==> config.mk <==
export PLATFORM = sky130hd
export DESIGN_NAME = piso_shift_tx
export DESIGN_NICKNAME = d
export VERILOG_FILES = /design/src/rtl/piso_pkg.sv /design/src/rtl/piso_bit_cnt.sv /design/src/rtl/piso_shift_tx.sv
export SDC_FILE = /design/constraint.sdc
export NUM_CORES = 1
export LEC_CHECK = 0
export CORE_MARGIN = 3
export CORE_UTILIZATION = 54
export CTS_BUF_LIST = sky130_fd_sc_hd__clkbuf_8
export DETAILED_ROUTE_END_ITERATION = 12
export GPL_TIMING_DRIVEN = 0
export PLACE_DENSITY_LB_ADDON = 0.05
export SLEW_MARGIN = 30
export SYNTH_ARGS = -nofsm -noshare
export SYNTH_HDL_FRONTEND = slang
export SYNTH_SLANG_ARGS = --single-unit
==> constraint.sdc <==
create_clock -name i_clk -period 3.9 [get_ports i_clk]
set_input_delay 0.78 -clock i_clk [delete_from_list [all_inputs] [get_ports i_clk]]
set_output_delay 0.78 -clock i_clk [all_outputs]
set_load 0.01 [all_outputs]
==> src/rtl/piso_pkg.sv <==
// Shared types and sizing helpers for the PISO transmitter and its matching receiver.
// The build option PISO_LSB_FIRST_EN (used by piso_shift_tx) selects LSB-first bit order.
package piso_pkg;

  typedef enum logic {
    IDLE  = 1'b0,
    SHIFT = 1'b1
  } state_t;

  localparam int DEFAULT_DATA_W = 8;

  // Counter width for DATA_W bit positions; never below one bit.
  function automatic int cnt_w(input int data_w);
    return (data_w <= 2) ? 1 : $clog2(data_w);
  endfunction

endpackage

==> src/rtl/piso_bit_cnt.sv <==
// Bit position counter for one transmitted word: runs 0..DATA_W-1 and saturates there.
module piso_bit_cnt
  import piso_pkg::*;
#(
  parameter int DATA_W = DEFAULT_DATA_W,
  parameter int CNT_W  = cnt_w(DATA_W)
) (
  input  logic             clk,
  input  logic             rst,
  input  logic             clear,
  input  logic             en,
  output logic [CNT_W-1:0] count,
  output logic             at_last
);

  localparam logic [CNT_W-1:0] LAST = CNT_W'(DATA_W - 1);

  assign at_last = (count == LAST);

  always_ff @(posedge clk) begin
    if (rst) begin
      count <= '0;
    end else if (clear) begin
      count <= '0;
    end else if (en && !at_last) begin
      count <= count + CNT_W'(1);
    end
  end

endmodule

==> src/rtl/piso_shift_tx.sv <==
// Parallel-in serial-out transmitter with valid/ready input and back-to-back streaming.
// Define PISO_LSB_FIRST_EN to send LSB first (right shift); default is MSB first.
module piso_shift_tx
  import piso_pkg::*;
#(
  parameter int DATA_W = DEFAULT_DATA_W
) (
  input  logic              i_clk,
  input  logic              i_rst,
  input  logic [DATA_W-1:0] i_data,
  input  logic              i_valid,
  output logic              o_ready,
  output logic              o_q,
  output logic              o_bit_valid,
  output logic              o_first,
  output logic              o_last,
  output logic              o_busy
);

  localparam int CNT_W = cnt_w(DATA_W);

  state_t            state;
  state_t            next_state;
  logic [DATA_W-1:0] shreg;
  logic [CNT_W-1:0]  bit_cnt;
  logic              at_last;
  logic              shifting;
  logic              last_bit;
  logic              accept;

  assign shifting = (state == SHIFT);
  assign last_bit = shifting && at_last;
  assign o_ready  = !i_rst && (!shifting || at_last);
  assign accept   = i_valid && o_ready;

  piso_bit_cnt #(
    .DATA_W(DATA_W),
    .CNT_W (CNT_W)
  ) u_bit_cnt (
    .clk    (i_clk),
    .rst    (i_rst),
    .clear  (accept || last_bit),
    .en     (shifting),
    .count  (bit_cnt),
    .at_last(at_last)
  );

  always_ff @(posedge i_clk) begin
    if (i_rst) begin
      state <= IDLE;
    end else begin
      state <= next_state;
    end
  end

  always_comb begin
    next_state = state;
    case (state)
      IDLE:    if (accept) next_state = SHIFT;
      SHIFT:   if (at_last && !accept) next_state = IDLE;
      default: next_state = IDLE;
    endcase
  end

  // A reload on the last bit overrides that bit's shift so words abut with no gap.
  always_ff @(posedge i_clk) begin
    if (i_rst) begin
      shreg <= '0;
    end else if (accept) begin
      shreg <= i_data;
    end else if (shifting) begin
`ifdef PISO_LSB_FIRST_EN
      shreg <= {1'b0, shreg[DATA_W-1:1]};
`else
      shreg <= {shreg[DATA_W-2:0], 1'b0};
`endif
    end
  end

`ifdef PISO_LSB_FIRST_EN
  assign o_q = shifting && shreg[0];
`else
  assign o_q = shifting && shreg[DATA_W-1];
`endif

  assign o_bit_valid = shifting;
  assign o_busy      = shifting;
  assign o_first     = shifting && (bit_cnt == '0);
  assign o_last      = last_bit;

endmodule

==> impl_metrics.ini <==
[timing]
period_share = 0.762
maxSlewViolCount = 0
rsz0062_at_grt = no
setup_viol = 0
fmax_mhz = 336
setup-tns-final_ns = 0
slew_headroom = 0.868
finalHoldViolCount = 0
tightest_slew_ns = 0.193
setup_slack_ns = 0.928
finalClockSkew_ns = 0.00304
hold_slack_ns = 0.511
finalCriticalPeriod_ns = 2.97

[global_routing]
grt_pass1_wl_mm = 2.19
grt_max_degree = 11
antenna_found_initial = 0
first_global_vias = 511
grt_overflow = 0
gr-usage-all-layers = 0.158

[final_layout]
nets = 100
stdcell_area_um2 = 936
area_delta_synth_final_pct = 30.5
diodes = 0
final_common_cell = clkdlybuf4s50_1
final_cell_mix = 16 x clkdlybuf4s50_1, 12 x dfxtp_1, 8 x nor2_1, 8 x mux2i_1
drive_gt1_frac = 0.286

[cts]
cts_sinks = 12
cts_tree = done
clk_pin_slew_worst_paths_ns = 0.05
numCtsBuffers = 3
cts_resized = 0
cts_root_buf = clkbuf_8
clk_latency_ns = 0.24
cts_hold_repair.buffers = 0
h-tree-depth = 1
cts_setup_buffers = 0
cts.path.max_buffers = 2

[routing]
dr_total_vias = 518
dr.pass1.iters = 4
wl_per_cell_um = 12.8
routed_via_density = 5.29
wl_mm = 1.26
ant_nets = 0
drtIter0Drc = 6
drc_errors = 0

[yosys]
ys_seq_area_frac = 0.335
syn_area_um2 = 717
synth_top_area_frac = 0.335
synthTopCellsByArea = dfxtp_1 34%, a221oi_2 15%, mux2i_1 11%
synth_cells = 65
synth_cell_types = 20
synth.largest_area_cell = dfxtp_1
synth_nets = 79
syn_area_per_cell_um2 = 11.0
ys_warn_count = 0
ys_ff_latch = 12

[run]
drv_cap = 0

[place]
place_ws_ns = 0.924
globalplace.congestion = 0.745
port_buffers = 16
place_area_um2 = 895
place_hpwl_um = 944

[power_and_ir_drop]
internal_power_uw = 240
power_switching_share = 0.241
power_density_nw_per_um2 = 338
p_leak_uw = 0.000362
pwr-share-seq = 0.431
clock_power_share = 0.343
combPwrFrac = 0.226
p_sw_uw = 76.4
peakVddDrop_mv = 0.256

[min_path]
hold_class = reg -> reg

[die]
die-area_um2 = 1800
ios = 17
start_util = 0.612
core-area_um2 = 1170
die_y_um = 42.4
rows = 12
die_w_um = 42.4

[worst_setup_path]
cp.required_ns = 3.12
worst-setup-path-type = in -> out
cp.arrival_ns = 2.19
crit_path_end_kind = primary output
startpoint_type = input port
crit_fanout = 10

[status]
status = finished, final reports clean
## per-layer routing
metal  up-vias  routed length [um]  GRT usage
met2        15                 576      0.252
met5         -                   0          0
li1        269                   -          -
met3         2                  60     0.0258
met1       232                 602      0.202
met4         0                  16     0.0807
## sequential cells by signal (all words and copies together) (netlist names)
name and count:
u_bit_cnt.count 3, o_bit_valid 1, shreg 8
## synth_stat cells, drive strengths merged
cell type	number
nand2	3
and3	1
a221oi	7
ha	3
buf	6
a32oi	1
nor2b	7
inv	3
mux2i	8
dfxtp	12
o32a	2
and2	2
and2b	1
nand2b	1
nor2	8
## stage by stage
step | std cells | power, uW | util
floorplan | 65 | 186 | -
global placement | 95 | 209 | 0.764
detailed placement | 95 | 211 | 0.764
CTS | 98 | 320 | 0.799
global route | 98 | 330 | 0.799
finish | 98 | 316 | 0.799
## final timing paths
| kind | cells after the start | slack (ns) | end | start |
|---|---|---|---|---|
| setup / recovery | 4 | 0.93 | o_ready | i_rst |
| setup reg to reg | 6 | 2.39 | shreg[4]$_SDFFE_PP0P_ | u_bit_cnt.count[0]$_SDFFE_PP0P_ |
| hold / removal | 2 | 0.51 | shreg[0]$_SDFFE_PP0P_ | shreg[0]$_SDFFE_PP0P_ |
| hold reg to reg | 2 | 0.51 | shreg[0]$_SDFFE_PP0P_ | shreg[0]$_SDFFE_PP0P_ |
## logic make-up after synthesis
family / synth area share
compound gates: 0.190
mux: 0.112
simple gates: 0.197
fa+ha+maj: 0.0524
buf+inv: 0.113
flops: 0.335
## critical path, cell delays in order
cell and delay (ns):
clkdlybuf4s50_1 0.57, buf_2 0.29, nor2_1 0.07, clkdlybuf4s50_1 0.48
## power by group through the flow
stage               registers, uW  clock network, uW  logic [uW]
global route                  137                115        77.3
floorplan                     138                  0        47.7
CTS                           136                111        72.3
global placement              139                  0        70.4
detailed placement            139                  0        72.1
finish                        136                108        71.5
## area by class of cell
type                    count  area, um2
well taps                  14       17.5
repair buffers             16        160
plain buffers               6       70.1
fillers                    77        235
flip-flops and latches     12        240
inverters                   3       11.3
clock buffers               3       41.3
multi-input cells          44        395
No activity file was read; power rests on OpenSTA's default activity.
